File: config.mk
export PLATFORM = sky130hd
export DESIGN_NAME = calc_operand_entry
export DESIGN_NICKNAME = d
export VERILOG_FILES = /design/src/rtl/calc_operand_entry.sv
export SDC_FILE = /design/constraint.sdc
export NUM_CORES = 1
export LEC_CHECK = 0
export CORE_MARGIN = 10
export CORE_UTILIZATION = 40
export CTS_CLUSTER_SIZE = 25
export DETAILED_ROUTE_END_ITERATION = 7
export GPL_TIMING_DRIVEN = 0
export HOLD_SLACK_MARGIN = 0.12
export PLACE_DENSITY_LB_ADDON = 0.3
export SYNTH_ARGS = -nofsm -noshare
export SYNTH_HDL_FRONTEND = slang
export SYNTH_SLANG_ARGS = --single-unit
export TNS_END_PERCENT = 1
File: constraint.sdc
create_clock -name clk -period 1.3 [get_ports clk]
set_clock_uncertainty 0.15 [all_clocks]
set_input_delay 0.39 -clock clk [delete_from_list [all_inputs] [get_ports clk]]
set_output_delay 0.39 -clock clk [all_outputs]
set_load 0.02 [all_outputs]
File: src/rtl/calc_operand_entry.sv
// Calculator operand entry sequencer: conditions the enter/clear buttons and captures A, B and operator.
// Optional debounce filters are built only when CALC_DEBOUNCE_EN is defined.
module calc_operand_entry #(
  parameter int DEBOUNCE_CYCLES = 250000
) (
  input  logic       clk,
  input  logic       rst,
  input  logic [3:0] sw,
  input  logic       op_sw,
  input  logic       btn_enter,
  input  logic       btn_clear,
  output logic [3:0] operand1,
  output logic [3:0] operand2,
  output logic       operator_sel,
  output logic       operands_valid,
  output logic [1:0] entry_state
);

  typedef enum logic [1:0] {
    GET_A  = 2'd0,
    GET_B  = 2'd1,
    GET_OP = 2'd2,
    SHOW   = 2'd3
  } state_t;

  if (DEBOUNCE_CYCLES < 1) begin : g_debounce_cycles_invalid
  end

  // Bit 0 carries the enter button, bit 1 the clear button.
  logic [1:0] sync_a;
  logic [1:0] sync_b;
  logic [1:0] deb;
  logic [1:0] deb_d;
  logic [1:0] pulse;
  logic [1:0] lock;
  logic [1:0] settle;
  logic       enter_p;
  logic       clear_p;

  // Two-flop synchroniser, edge detector and post-reset lockout for both buttons.
  always_ff @(posedge clk) begin
    if (rst) begin
      sync_a <= 2'b00;
      sync_b <= 2'b00;
      deb_d  <= 2'b00;
      pulse  <= 2'b00;
      lock   <= 2'b11;
      settle <= 2'd0;
    end else begin
      sync_a <= {btn_clear, btn_enter};
      sync_b <= sync_a;
      deb_d  <= deb;
      if (settle != 2'd2) begin
        settle <= settle + 2'd1;
      end else begin
        settle <= settle;
      end
      // A button still held from before reset stays locked until seen released.
      for (int i = 0; i < 2; i++) begin
        if ((settle == 2'd2) && !sync_b[i] && !deb[i]) begin
          lock[i] <= 1'b0;
        end else begin
          lock[i] <= lock[i];
        end
        pulse[i] <= deb[i] & ~deb_d[i] & ~lock[i];
      end
    end
  end

`ifdef CALC_DEBOUNCE_EN
  localparam int CW = $clog2(DEBOUNCE_CYCLES + 1);

  logic [CW-1:0] cnt [2];

  // Accept a level change only after it has held for DEBOUNCE_CYCLES edges.
  always_ff @(posedge clk) begin
    if (rst) begin
      deb    <= 2'b00;
      cnt[0] <= '0;
      cnt[1] <= '0;
    end else begin
      for (int i = 0; i < 2; i++) begin
        if (sync_b[i] == deb[i]) begin
          cnt[i] <= '0;
        end else if (cnt[i] == CW'(DEBOUNCE_CYCLES - 1)) begin
          deb[i] <= sync_b[i];
          cnt[i] <= '0;
        end else begin
          cnt[i] <= cnt[i] + CW'(1);
        end
      end
    end
  end
`else
  assign deb = sync_b;
`endif

  assign enter_p = pulse[0];
  assign clear_p = pulse[1];

  state_t     state;
  state_t     state_n;
  logic [3:0] operand1_n;
  logic [3:0] operand2_n;
  logic       operator_sel_n;
  logic       operands_valid_n;

  // State and captured-value registers.
  always_ff @(posedge clk) begin
    if (rst) begin
      state          <= GET_A;
      operand1       <= 4'd0;
      operand2       <= 4'd0;
      operator_sel   <= 1'b0;
      operands_valid <= 1'b0;
    end else begin
      state          <= state_n;
      operand1       <= operand1_n;
      operand2       <= operand2_n;
      operator_sel   <= operator_sel_n;
      operands_valid <= operands_valid_n;
    end
  end

  // Next-state and capture decode; clear takes priority over enter.
  always_comb begin
    state_n          = state;
    operand1_n       = operand1;
    operand2_n       = operand2;
    operator_sel_n   = operator_sel;
    operands_valid_n = operands_valid;
    if (clear_p) begin
      state_n          = GET_A;
      operand1_n       = 4'd0;
      operand2_n       = 4'd0;
      operator_sel_n   = 1'b0;
      operands_valid_n = 1'b0;
    end else if (enter_p) begin
      case (state)
        GET_A, SHOW: begin
          operand1_n       = sw;
          operands_valid_n = 1'b0;
          state_n          = GET_B;
        end
        GET_B: begin
          operand2_n = sw;
          state_n    = GET_OP;
        end
        GET_OP: begin
          operator_sel_n   = op_sw;
          operands_valid_n = 1'b1;
          state_n          = SHOW;
        end
        default: begin
          state_n = GET_A;
        end
      endcase
    end else begin
      state_n = state;
    end
  end

  assign entry_state = state;

endmodule

==> flow_summary.ini <==
[run_status]
status = complete, but fails checks
violations = negative setup slack

[timing]
setup_viol = 13
drv_slew = 0
hold_viol_final = 0
max_slew_margin_pct = 80.9
fin_crit_sh_pct = 105
rsz0062_at_grt = yes
fin_ws_ps = -69.2
setup_tns_ps = -336
tightest_slew_ps = 286
period_minus_slack_ps = 1370
fmax_ghz = 0.730

[worst_setup_path]
path_buf_inv = 1
reg2reg_from = entry_state[1]$_SDFFE_PP0P_
cp-start-kind = flip-flop
rrSetupSlack_ps = 0
critPathTopFamily = flip-flops
crit_start = entry_state[0]$_SDFFE_PP0P_
critPathMaxStageDelay_ps = 400
endpoint_kind = output port
critPathArrivalTime_ps = 830
worst-setup-path-type = reg -> out
cp_slowest_cell = dfxtp_4
cp.required_ps = 760
worstPathCellList = buf_6
worstPathMaxFanout = 5

[detailed_routing]
viasPerCell = 4.69
dr.pass1.iters = 4
drc = 0
ant_nets = 0
routed_wl_um = 1750
via_count = 671
drt_iter0_drc = 20
post_drt_wl_per_cell_um = 12.2

[cells_and_area]
final_nets = 130
synthToLayoutAreaGrowth_pct = 38.2
fillCellCount = 205
postLayoutCoreUtil_pct = 57.7
drive_gt1_share_pct = 40.9
diodes = 0
top_regs = operand1: 4 flops, operand2: 4 flops

[placement]
finalWeightedCongestion = 0.726
hpwl_um = 1270
pre_cts_ws_ps = -267
numPortBuffers = 20

[cts]
cts_tree = yes
clk_latency_ps = 310
clockRootBuffer = clkbuf_4
htree_levels = 1
cts_max_path_buffers = 2
numCtsBuffers = 3
ctsHoldBuffers = 0
clk_pin_slew_ps = 130
clock_sinks = 24

[synth]
synth_warnings = 0
ys_seq_area_share_pct = 52.0
syn_inst = 90
yosys.cell_types.count = 19
syn_avg_cell_area_um2 = 10.3
synth_area_leaders = dfxtp_1, a21oi_2, ha_1, nand3_1, nand2_1
syn-cell-area_um2 = 923
synth_top_cell_by_area = dfxtp_1
ys_ff_latch = 24
netlist.area_leader.share_pct = 52.0
syn_nets = 104

[power_and_ir_drop]
irDropWorstVdd_uv = 840
leakage_nw = 0.477
p_per_area_nw_per_um2 = 1240

[global_route]
grt-ovfl-total = 0
grt_max_degree = 15
grt_usage_pct = 8.47
grt_antenna_before_repair = 0
grt_first_pass_wirelength_um = 2990
first_global_vias = 639

[worst_hold_path]
hold_path_class = reg -> reg
hold_start = deb_d[1]$_SDFF_PP0_

[floorplan]
start_util_pct = 41.7
dieWidth_um = 68.0
rows = 17
die_y_um = 68.0
core_area_um2 = 2210
io_pins = 21
die-area_um2 = 4630

[flow_run]
cap_violations = 0
cell usage in the layout (no fill, tap or decap), drive strengths merged:
master | Yosys | routed
a21o | 2 | 2
a21oi | 10 | 10
and2b | 1 | 1
buf | 3 | 16
bufinv | 0 | 1
clkbuf | 0 | 3
clkdlybuf4s50 | 0 | 8
dfxtp | 24 | 24
ha | 5 | 5
inv | 3 | 3
mux2i | 1 | 1
nand2 | 12 | 12
nand2b | 2 | 2
nand3 | 9 | 9
nor2 | 6 | 6
nor2b | 6 | 6
nor3b | 3 | 3
o21ai | 1 | 1
or2 | 1 | 1
xor2 | 1 | 1
worst paths after layout:
check | endpoint | cells after the start
setup / recovery | entry_state[0] | 1
hold / removal | pulse[1]$_SDFF_PP0_ | 1
setup reg to reg | operand1[1]$_SDFFE_PP0P_ | 5
hold reg to reg | pulse[1]$_SDFF_PP0_ | 1
cell type report:
cell class              instances  area, um2  share of cell area [%]
clock inverters                 1       30.0                    2.35
repair buffers                 21        223                    17.5
plain buffers                   3       33.8                    2.65
well taps                      28       35.0                    2.75
clock buffers                   3       22.5                    1.76
flip-flops and latches         24        500                    39.2
multi-input cells              60        420                    32.9
inverters                       3       11.3                   0.882
metrics by stage:
| stage | cell area [um2] | instances | total power, W | hold WS [ps] |
|---|---|---|---|---|
| 2_1_floorplan | 926 | 90 | 0.000998 | 222 |
| 3_3_place_gp | 1160 | 138 | 0.00105 | 229 |
| 3_5_place_dp | 1160 | 138 | 0.00106 | 232 |
| 4_1_cts | 1270 | 143 | 0.00160 | 251 |
| 5_1_grt | 1280 | 143 | 0.00167 | 274 |
| 6_report | 1280 | 143 | 0.00158 | 247 |
cell usage after synthesis:
library cell and instances:
a21o_1 2, inv_1 3, nor3b_1 3, nand2_1 12, o21ai_0 1, and2b_1 1
dfxtp_1 24, nor2b_1 4, a21oi_1 2, ha_1 5, mux2i_1 1, nand2b_1 2
buf_6 3, nor2b_4 2, xor2_1 1, or2_4 1, nand3_1 9, nor2_1 6
a21oi_2 8
where the power goes:
group	internal [W]	switching (W)	leakage, nW	total (W)
clock network	0.000312	0.000222	0.0279	0.000534
logic	0.000115	0.000104	0.247	0.000220
registers	0.000793	0.0000310	0.202	0.000824
total	0.00122	0.000358	0.477	0.00158
routing by layer:
metal | vias to the layer above | global-route usage [%] | share of wire (%)
met5 | - | 0 | 0
met2 | 20 | 13.8 | 46
met4 | 0 | 2.26 | 0.74
met3 | 2 | 4.40 | 8.6
met1 | 302 | 9.51 | 44
li1 | 347 | - | -
repair_timing:
| item | 4_1_cts | 5_1_grt |
|---|---|---|
| pin swaps | 0 | 1 |
| endpoints found under the setup margin | 22 | 23 |
| endpoints found under the hold margin | 0 | 0 |
| resized for setup | 86 | 3 |
| setup buffers | 1 | 0 |
logic make-up after synthesis:
family	Yosys count	share of synthesized area [%]
XOR/XNOR	1	0.949
AND/OR/NAND/NOR	40	23.4
multiplexers	1	1.08
flip-flops	24	52.0
adder cells (fa/ha/maj)	5	6.78
buffers and inverters	6	4.88
AO/OA/AOI/OAI	13	10.8
(Power assumes the default switching activity.)
